**src/rtl/ysyx_24100006_hazard_ctrl_pkg.sv**
```systemverilog
// rtl/ysyx_24100006_hazard_ctrl_pkg.sv - shared types and sizes for the ID-stage hazard controller
package ysyx_24100006_hazard_ctrl_pkg;

   localparam int NR_REG = 16;
   localparam int REG_W  = $clog2(NR_REG);
   localparam int CNT_W  = 2;
   localparam logic [CNT_W-1:0] CNT_MAX = '1;

   // RUN: normal issue; DRAIN: wait for the pipe to empty before fence.i/ebreak;
   // ICFL: I-cache invalidation then single fence.i issue; HALT: ebreak parked.
   typedef enum logic [1:0] {
      ST_RUN   = 2'd0,
      ST_DRAIN = 2'd1,
      ST_ICFL  = 2'd2,
      ST_HALT  = 2'd3
   } hz_state_e;

endpackage

```
**src/rtl/ysyx_24100006_gpr_scoreboard.sv**
```systemverilog
// rtl/ysyx_24100006_gpr_scoreboard.sv - per-GPR pending-write counters with RAW hazard detection
module ysyx_24100006_gpr_scoreboard
   import ysyx_24100006_hazard_ctrl_pkg::*;
(
   input  logic             clk,
   input  logic             reset,
   input  logic             inc_en,
   input  logic [REG_W-1:0] inc_rd,
   input  logic             dec_en,
   input  logic [REG_W-1:0] dec_rd,
   input  logic             kill_en,
   input  logic [REG_W-1:0] kill_rd,
   input  logic             chk_valid,
   input  logic             rs1_used,
   input  logic [REG_W-1:0] rs1,
   input  logic             rs2_used,
   input  logic [REG_W-1:0] rs2,
   input  logic             rd_wr,
   input  logic [REG_W-1:0] rd,
   output logic             hazard,
   output logic             empty
);

   // Counters are updated through a biased sum so -2..+1 deltas clamp without signed math.
   localparam int SUM_W = CNT_W + 2;
   localparam logic [SUM_W-1:0] BIAS    = SUM_W'(2);
   localparam logic [SUM_W-1:0] SUM_TOP = SUM_W'(2) + SUM_W'(CNT_MAX);

   logic [CNT_W-1:0] cnt_q [NR_REG];
   logic [CNT_W-1:0] cnt_d [NR_REG];

   // Next counter values: inc from issue, dec from writeback, dec from redirect kill; saturating.
   always_comb begin
      logic [SUM_W-1:0] sum;
      for (int i = 0; i < NR_REG; i++) begin
         sum = BIAS + SUM_W'(cnt_q[i]);
         if (inc_en  && inc_rd  == REG_W'(i)) sum = sum + SUM_W'(1);
         if (dec_en  && dec_rd  == REG_W'(i)) sum = sum - SUM_W'(1);
         if (kill_en && kill_rd == REG_W'(i)) sum = sum - SUM_W'(1);
         if (sum < BIAS)         cnt_d[i] = '0;
         else if (sum > SUM_TOP) cnt_d[i] = CNT_MAX;
         else                    cnt_d[i] = CNT_W'(sum - BIAS);
         if (i == 0) cnt_d[i] = '0;
      end
   end

   // Counter storage.
   always_ff @(posedge clk or posedge reset) begin
      if (reset) begin
         for (int i = 0; i < NR_REG; i++) cnt_q[i] <= '0;
      end else begin
         for (int i = 0; i < NR_REG; i++) cnt_q[i] <= cnt_d[i];
      end
   end

   // Hazard on pending source reads, or on a destination whose counter is already full.
   always_comb begin
      hazard = chk_valid &
               ((rs1_used & (rs1 != '0) & (cnt_q[rs1] != '0)) |
                (rs2_used & (rs2 != '0) & (cnt_q[rs2] != '0)) |
                (rd_wr    & (rd  != '0) & (cnt_q[rd] == CNT_MAX)));
      empty = 1'b1;
      for (int i = 0; i < NR_REG; i++) begin
         if (cnt_q[i] != '0) empty = 1'b0;
      end
   end

endmodule

```
**src/rtl/ysyx_24100006_hazard_ctrl.sv**
```systemverilog
// rtl/ysyx_24100006_hazard_ctrl.sv - ID stall, ID_EXE flush and fence.i/ebreak sequencing
module ysyx_24100006_hazard_ctrl
   import ysyx_24100006_hazard_ctrl_pkg::*;
(
   input  logic             clk,
   input  logic             reset,
   input  logic             id_valid,
   input  logic [REG_W-1:0] id_rs1,
   input  logic [REG_W-1:0] id_rs2,
   input  logic             id_rs1_used,
   input  logic             id_rs2_used,
   input  logic [REG_W-1:0] id_rd,
   input  logic             id_gpr_write,
   input  logic             id_is_fence_i,
   input  logic             id_is_break,
   input  logic             idex_in_ready,
   input  logic             idex_out_fire,
   input  logic             wb_fire,
   input  logic [REG_W-1:0] wb_rd,
   input  logic             wb_gpr_write,
   input  logic             redirect_i,
   input  logic             icache_flush_ack,
   output logic             id_issue,
   output logic             idex_flush,
   output logic             ifid_flush,
   output logic             icache_flush_req,
   output logic             halted,
   output logic             busy
);

   hz_state_e        state_q, state_d;
   logic             fence_kind_q, fence_kind_d;
   logic             ack_seen_q, ack_seen_d;
   logic             slot_valid_q, slot_valid_d;
   logic             slot_wr_q, slot_wr_d;
   logic [REG_W-1:0] slot_rd_q, slot_rd_d;
   logic             hazard, sb_empty;
   logic             issue_fire, inc_en, dec_en, kill_en;

   assign issue_fire = id_issue & idex_in_ready;
   assign inc_en     = issue_fire & id_gpr_write & (id_rd != '0);
   assign dec_en     = wb_fire & wb_gpr_write & (wb_rd != '0);
   assign kill_en    = redirect_i & slot_valid_q & slot_wr_q;

   assign idex_flush = redirect_i;
   assign ifid_flush = redirect_i;
   assign halted     = (state_q == ST_HALT);
   assign busy       = (state_q != ST_RUN);

   ysyx_24100006_gpr_scoreboard u_sb (
      .clk       (clk),
      .reset     (reset),
      .inc_en    (inc_en),
      .inc_rd    (id_rd),
      .dec_en    (dec_en),
      .dec_rd    (wb_rd),
      .kill_en   (kill_en),
      .kill_rd   (slot_rd_q),
      .chk_valid (id_valid),
      .rs1_used  (id_rs1_used),
      .rs1       (id_rs1),
      .rs2_used  (id_rs2_used),
      .rs2       (id_rs2),
      .rd_wr     (id_gpr_write),
      .rd        (id_rd),
      .hazard    (hazard),
      .empty     (sb_empty)
   );

   // Issue gating and sequencer next state; fence.i issues once from ICFL as a NOP.
   always_comb begin
      state_d          = state_q;
      fence_kind_d     = fence_kind_q;
      ack_seen_d       = ack_seen_q;
      id_issue         = 1'b0;
      icache_flush_req = 1'b0;
      case (state_q)
         ST_RUN: begin
            id_issue = id_valid & ~hazard & ~redirect_i & ~id_is_fence_i & ~id_is_break;
            if (id_valid & (id_is_fence_i | id_is_break) & ~redirect_i) begin
               state_d      = ST_DRAIN;
               fence_kind_d = id_is_fence_i;
            end
         end
         ST_DRAIN: begin
            if (redirect_i) begin
               state_d = ST_RUN;
            end else if (sb_empty & ~slot_valid_q) begin
               state_d    = fence_kind_q ? ST_ICFL : ST_HALT;
               ack_seen_d = 1'b0;
            end
         end
         ST_ICFL: begin
            icache_flush_req = ~ack_seen_q;
            id_issue         = ack_seen_q & id_valid;
            if (ack_seen_q & id_valid & idex_in_ready) begin
               state_d    = ST_RUN;
               ack_seen_d = 1'b0;
            end else if (icache_flush_ack) begin
               ack_seen_d = 1'b1;
            end
         end
         ST_HALT: begin
            state_d = ST_HALT;
         end
         default: begin
            state_d = ST_RUN;
         end
      endcase
   end

   // ID_EXE shadow slot: load beats consume, redirect kills whatever is held.
   always_comb begin
      slot_valid_d = slot_valid_q;
      slot_rd_d    = slot_rd_q;
      slot_wr_d    = slot_wr_q;
      if (idex_out_fire) slot_valid_d = 1'b0;
      if (issue_fire) begin
         slot_valid_d = 1'b1;
         slot_rd_d    = id_rd;
         slot_wr_d    = id_gpr_write & (id_rd != '0);
      end
      if (redirect_i) slot_valid_d = 1'b0;
   end

   // State and slot registers.
   always_ff @(posedge clk or posedge reset) begin
      if (reset) begin
         state_q      <= ST_RUN;
         fence_kind_q <= 1'b0;
         ack_seen_q   <= 1'b0;
         slot_valid_q <= 1'b0;
         slot_rd_q    <= '0;
         slot_wr_q    <= 1'b0;
      end else begin
         state_q      <= state_d;
         fence_kind_q <= fence_kind_d;
         ack_seen_q   <= ack_seen_d;
         slot_valid_q <= slot_valid_d;
         slot_rd_q    <= slot_rd_d;
         slot_wr_q    <= slot_wr_d;
      end
   end

endmodule

```
**config.mk**
```make
export PLATFORM = sky130hd
export DESIGN_NAME = ysyx_24100006_hazard_ctrl
export DESIGN_NICKNAME = d
export VERILOG_FILES = /design/src/rtl/ysyx_24100006_hazard_ctrl_pkg.sv /design/src/rtl/ysyx_24100006_gpr_scoreboard.sv /design/src/rtl/ysyx_24100006_hazard_ctrl.sv
export SDC_FILE = /design/constraint.sdc
export NUM_CORES = 1
export LEC_CHECK = 0
export BUFFER_PORTS_ARGS = -buffer_cell sky130_fd_sc_hd__buf_2
export CORE_MARGIN = 4
export CORE_UTILIZATION = 50
export CTS_CLUSTER_DIAMETER = 150
export DETAILED_ROUTE_END_ITERATION = 16
export PLACE_DENSITY = 0.72
export SLEW_MARGIN = 20
export SYNTH_ARGS = -nofsm -noshare
export SYNTH_HDL_FRONTEND = slang
export SYNTH_SLANG_ARGS = --single-unit
```
**constraint.sdc**
```tcl
create_clock -name clk -period 7.8 [get_ports clk]
set_input_delay 1.17 -clock clk [delete_from_list [all_inputs] [get_ports clk]]
set_output_delay 1.17 -clock clk [all_outputs]
set_load 0.005 [all_outputs]
```
; Word level (Yosys, flattened, before mapping)
; Cells that the tools add are included.
[op_classes]
addsub = 75
muxes = 115
n_lt_le_gt_ge = 33
reduce_logical = 73
n_bitwise = 35
n_eq_ne = 55
[ops]
columns = operator, n
row1 = 4-bit two-way mux, 45
row2 = "4-bit by 1-bit subtractor with 4-bit output, second input constant", 30
row3 = "4-bit == test, second input constant", 24
row4 = 2-bit two-way mux, 40
row5 = "4-bit by 1-bit adder with 4-bit output, second input constant", 15
row6 = "4-bit by 3-bit > comparator with 1-bit output, second input constant", 15
row7 = "4-bit by 2-bit less-than comparator with 1-bit output, second input constant", 15
row8 = "4-bit by 3-bit == test with 1-bit output, second input constant", 12
row9 = "2-bit by 2-bit adder with 3-bit output, first input constant", 15
row10 = 1-bit logical AND, 45
row11 = 2-bit nonzero test, 19
row12 = "2-bit subtractor, second input constant", 15
row13 = 2-bit binary-select mux with 4-bit select, 3
row14 = "4-bit by 2-bit == test with 1-bit output, second input constant", 6
row15 = 1-bit two-way mux, 24
row16 = 1-bit AND, 23
row17 = 4-bit nonzero test, 4
row18 = "5-bit >= comparator, second input constant", 3
row19 = 4-bit inverter with 5-bit output, 3
row20 = "4-bit by 1-bit == test with 1-bit output, second input constant", 3
row21 = "2-bit != test, second input constant", 4
row22 = 2-bit one-hot mux with 4 select lines, 1
row23 = "2-bit == test, second input constant", 3
row24 = "3-bit != test, second input constant", 2
row25 = 9 further kinds, 17
[totals]
regBits = 40
out_inout_bits = 6
elab_cells = 407

; Depth between registers and ports, before layout
[logic_depth]
ltp_word = 27
ltp_mapped = 19
mapped_depth_nobuf = 17

; Modules after synthesis
; A second synthesis with hierarchy kept.
[hier_totals]
cells_unflattened = 826
area_unflattened_um2 = 6209.7
[modules_own_cells]
columns = mod, area_per_inst_um2, cells_per_inst, instances, seq_area_each_um2
row1 = ysyx_24100006_gpr_scoreboard, 5622.9, 772, 1, 750.7
row2 = ysyx_24100006_hazard_ctrl, 586.8, 54, 1, 250.2

; Worst setup path before layout
; OpenSTA, ideal clock, no wires.
[synth_path]
path_type = in2reg
from = in id_rd[1]
to = reg u_sb.cnt_q[12] (netlist bit)
slack_ns = 2.778
stages = 15
path_buffers = 1
arrival_ns = 4.898
setup_time_ns = 0.124
required_ns = 7.676
cell_sequence = buf_2 > mux2_4 > a221oi_2 > a2111oi_2 > o21ai_2 > nand4b_4 > a21oi_2 > mux2_2 > ha_1 > mux2_2 > ha_1 > or4_1 > nand3_1 > o211ai_1 > a2bb2oi_1
[synth_lines]
columns = item, line_no
row1 = from (decl), ysyx_24100006_hazard_ctrl.sv:12  ; input logic [REG_W-1:0] id_rd,
row2 = to (decl), ysyx_24100006_gpr_scoreboard.sv:29  ; logic [CNT_W-1:0] cnt_q [NR_REG];

==> results.md <==
- Final Critical Period: between 5000 and 6000 ps
- CP Max Fanout: 18
- # fillers: approximately 1200
- Final #Nets: ~920
- Setup TNS: 0 ps
- Initial antenna violation count: 1
- Startpoint Class: primary input
- Hold buffer count at CTS: 0
- Post-synth cell types: between 70 and 80
- Deepest clock path buffer count: 2
- Ys async rst share: 100.0%
- Post-CTS Setup Inserts: 0
- Ant diodes: 0
- CTS tree: built
- Arrival @ worst endpoint: roughly 5700 ps
- Yosys top cell by area: dfrtp_1
- Share of cells above drive strength 1: between 10% and 20%
- Status: completed
- Min-Delay Path Depth: 2
- Dpl ws: roughly 2100 ps
- Most frequent cells in the layout: nand2_1 (93), nor2_1 (79), ha_1 (60)
- Sequential element share of the synthesized area: 15.77%
- Row count: 40
- Starting Density: 51.98%
- Design area: ~6800 um^2
- Unrepaired setup endpoints after global routing: false
- 1st-pass router iterations: 7
- Core Area: approximately 12000 um^2
- Ports: 36
- GRT Overall Usage: about a quarter
- Final Cycle Share: 70.26%
- Share of the synthesized area in the top cell type: 15.77%
- Post-DRT Antenna Nets: 0
- Num CTS Buffers: 5
- Slew HR: between 30% and 40%
- Final WS setup: between 2000 and 2500 ps
- Placed cell count: 994
- CP Data Required Time: 7990 ps
- Area growth, synth to finish: 7.136%
- Clock sinks: 40
- Worst min path class: reg -> reg
- Worst-path clk slew: 70 ps
- GRT overflow: 0
- Top post-synthesis cells by area: dfrtp_1 (16%), ha_1 (12%), xnor2_1 (6.6%)
- FMAX: 182.5 MHz
- Final hold vios: 0
- First-pass GRT wire length: 28.10 mm
- DP Area: about 6600 um^2
- Worst VDD drop: ~0.00012 V
- HPWL after DPL: about 14 mm
- Seq cells post-synth: 40
- Pins Over Slew Limit: 0
- Primary FF master, synth: dfrtp_1
- Port Buffers: 35
- Clock Latency Late Sink: about 300 ps
- Layout Skew: 8.426 ps
- Routability cong.: 0.9869
- Post-synth EDFFs: 0
- CP Capture Type: flip-flop
- Max-cap violations: 0
- Path type of the worst setup path: in -> reg
- H-tree levels: 2
- Final Instance Count excl. Fillers: 1002
- Syn_nets: between 900 and 1000
- Mapped Cells: 812
- Die W: roughly 120 um
- Final wirelength: between 15 and 20 mm
- Vias in the first global route: approximately 5600
- Via density per instance: between 6 and 7
- Mean Syn Cell Area: about 7.8 um^2
- Total number of vias: 6103
- Root Buffer: clkbuf_16
- Die extent in y: between 100 and 150 um
- Most common cell after layout, fill and taps aside: nand2_1
- Hold Worst Slack: ~510 ps
- Worst Tran Pin Value: a little under 1000 ps
- Die ar.: between 10000 and 15000 um^2
- # DRC: 0
- Leakage Power: 2.807 nW
- Setup Viol. Count Final: 0
- Drt wl/cell: approximately 17 um
- Mapped cell area: about 6300 um^2
- Pwr Density: about 260 nW/um^2
- Initial DRC Count: 547
- Synth warn: 0
- Largest net degree at the start of global routing: 41
- Reg2reg path depth: 16
- Post_cts resized: 0
power by group:
| part | internal, mW | leakage, nW | switching (mW) | total, mW |
|---|---|---|---|---|
| Combinational | 0.521 | 2.27 | 0.622 | 1.14 |
| Clock | 0.127 | 0.0691 | 0.0939 | 0.221 |
| Sequential | 0.282 | 0.466 | 0.147 | 0.429 |
worst max-delay path, stage by stage:
cell,delay (ps)
buf_2,320
mux2_4,340
a221oi_2,300
a2111oi_2,120
o21ai_2,290
nand4b_4,270
a21oi_1,780
mux2_2,430
ha_1,310
mux2_2,300
ha_1,210
a31oi_1,140
nand2_1,60
a221oi_1,230
a221o_1,150
a21oi_1,80
o21a_1,180
stage by stage:
stage	util (%)	total power, mW
6_report	55.69	1.794
5_1_grt	55.69	1.964
4_1_cts	55.65	1.781
3_5_place_dp	54.39	1.554
3_3_place_gp	54.39	1.533
2_1_floorplan	-	1.299
cells by family after synthesis:
family | synth area share, %
AOI/OAI and AO/OA | 19.38
xor gates and xnor gates | 10.86
adders and majority gates | 11.83
buffers and inverters | 5.165
DFF | 15.77
muxes | 12.16
and+or+nand+nor | 24.84
state kept, by name, summed over array words and instances, names as in the netlist:
signal	count
u_sb.cnt_q	30
slot_rd_q	4
state_q	2
ack_seen_q	1
fence_kind_q	1
slot_valid_q	1
slot_wr_q	1
cells in the mapped netlist, types with 4 or more instances:
cell type / instances
mux2_2: 23
o311ai_0: 4
dfrtp_1: 40
or2_2: 6
inv_1: 57
nand2_1: 93
nand4_1: 10
o21ai_0: 22
a311oi_1: 5
ha_1: 60
xor2_1: 12
a31oi_1: 21
clkbuf_1: 12
xnor2_1: 48
and2_1: 5
a21oi_1: 36
mux2i_1: 34
nor2_1: 79
o211ai_1: 6
buf_2: 7
nand2b_1: 15
a2111oi_0: 5
o32ai_1: 4
a41oi_1: 4
a21oi_2: 10
or3_1: 17
mux4_2: 7
nor4_1: 4
nor2b_1: 10
o31ai_1: 5
nand3_1: 31
nor3_1: 29
a21o_1: 5
and3_1: 13
final timing paths:
check                                start             end  slack (ps)
worst max-delay path              id_rd[1]   u_sb.cnt_q[6]        2320
worst min-delay path             slot_wr_q       slot_wr_q         510
worst max register to register  state_q[0]   u_sb.cnt_q[6]        3010
worst min register to register   slot_wr_q       slot_wr_q         510
max in group asynchronous            reset  u_sb.cnt_q[19]        6150
min in group asynchronous            reset    fence_kind_q        1080
layout make-up:
type	count	area [um^2]	share of cell area [%]
repair buffers	37	190.2	2.797
flip-flops and latches	40	1001	14.72
multi-input cells	690	5024	73.87
clock buffers	6	138.9	2.042
clock inverters	2	15.01	0.2208
inverters	59	221.5	3.257
well taps	168	210.2	3.091
layer usage:
layer	share of wire, %	track usage (%)
met5	0.040	0
met4	4.1	9.703
met2	42	36.36
met3	9.5	5.566
met1	44	33.20
No activity file was read; power rests on OpenSTA's default activity.
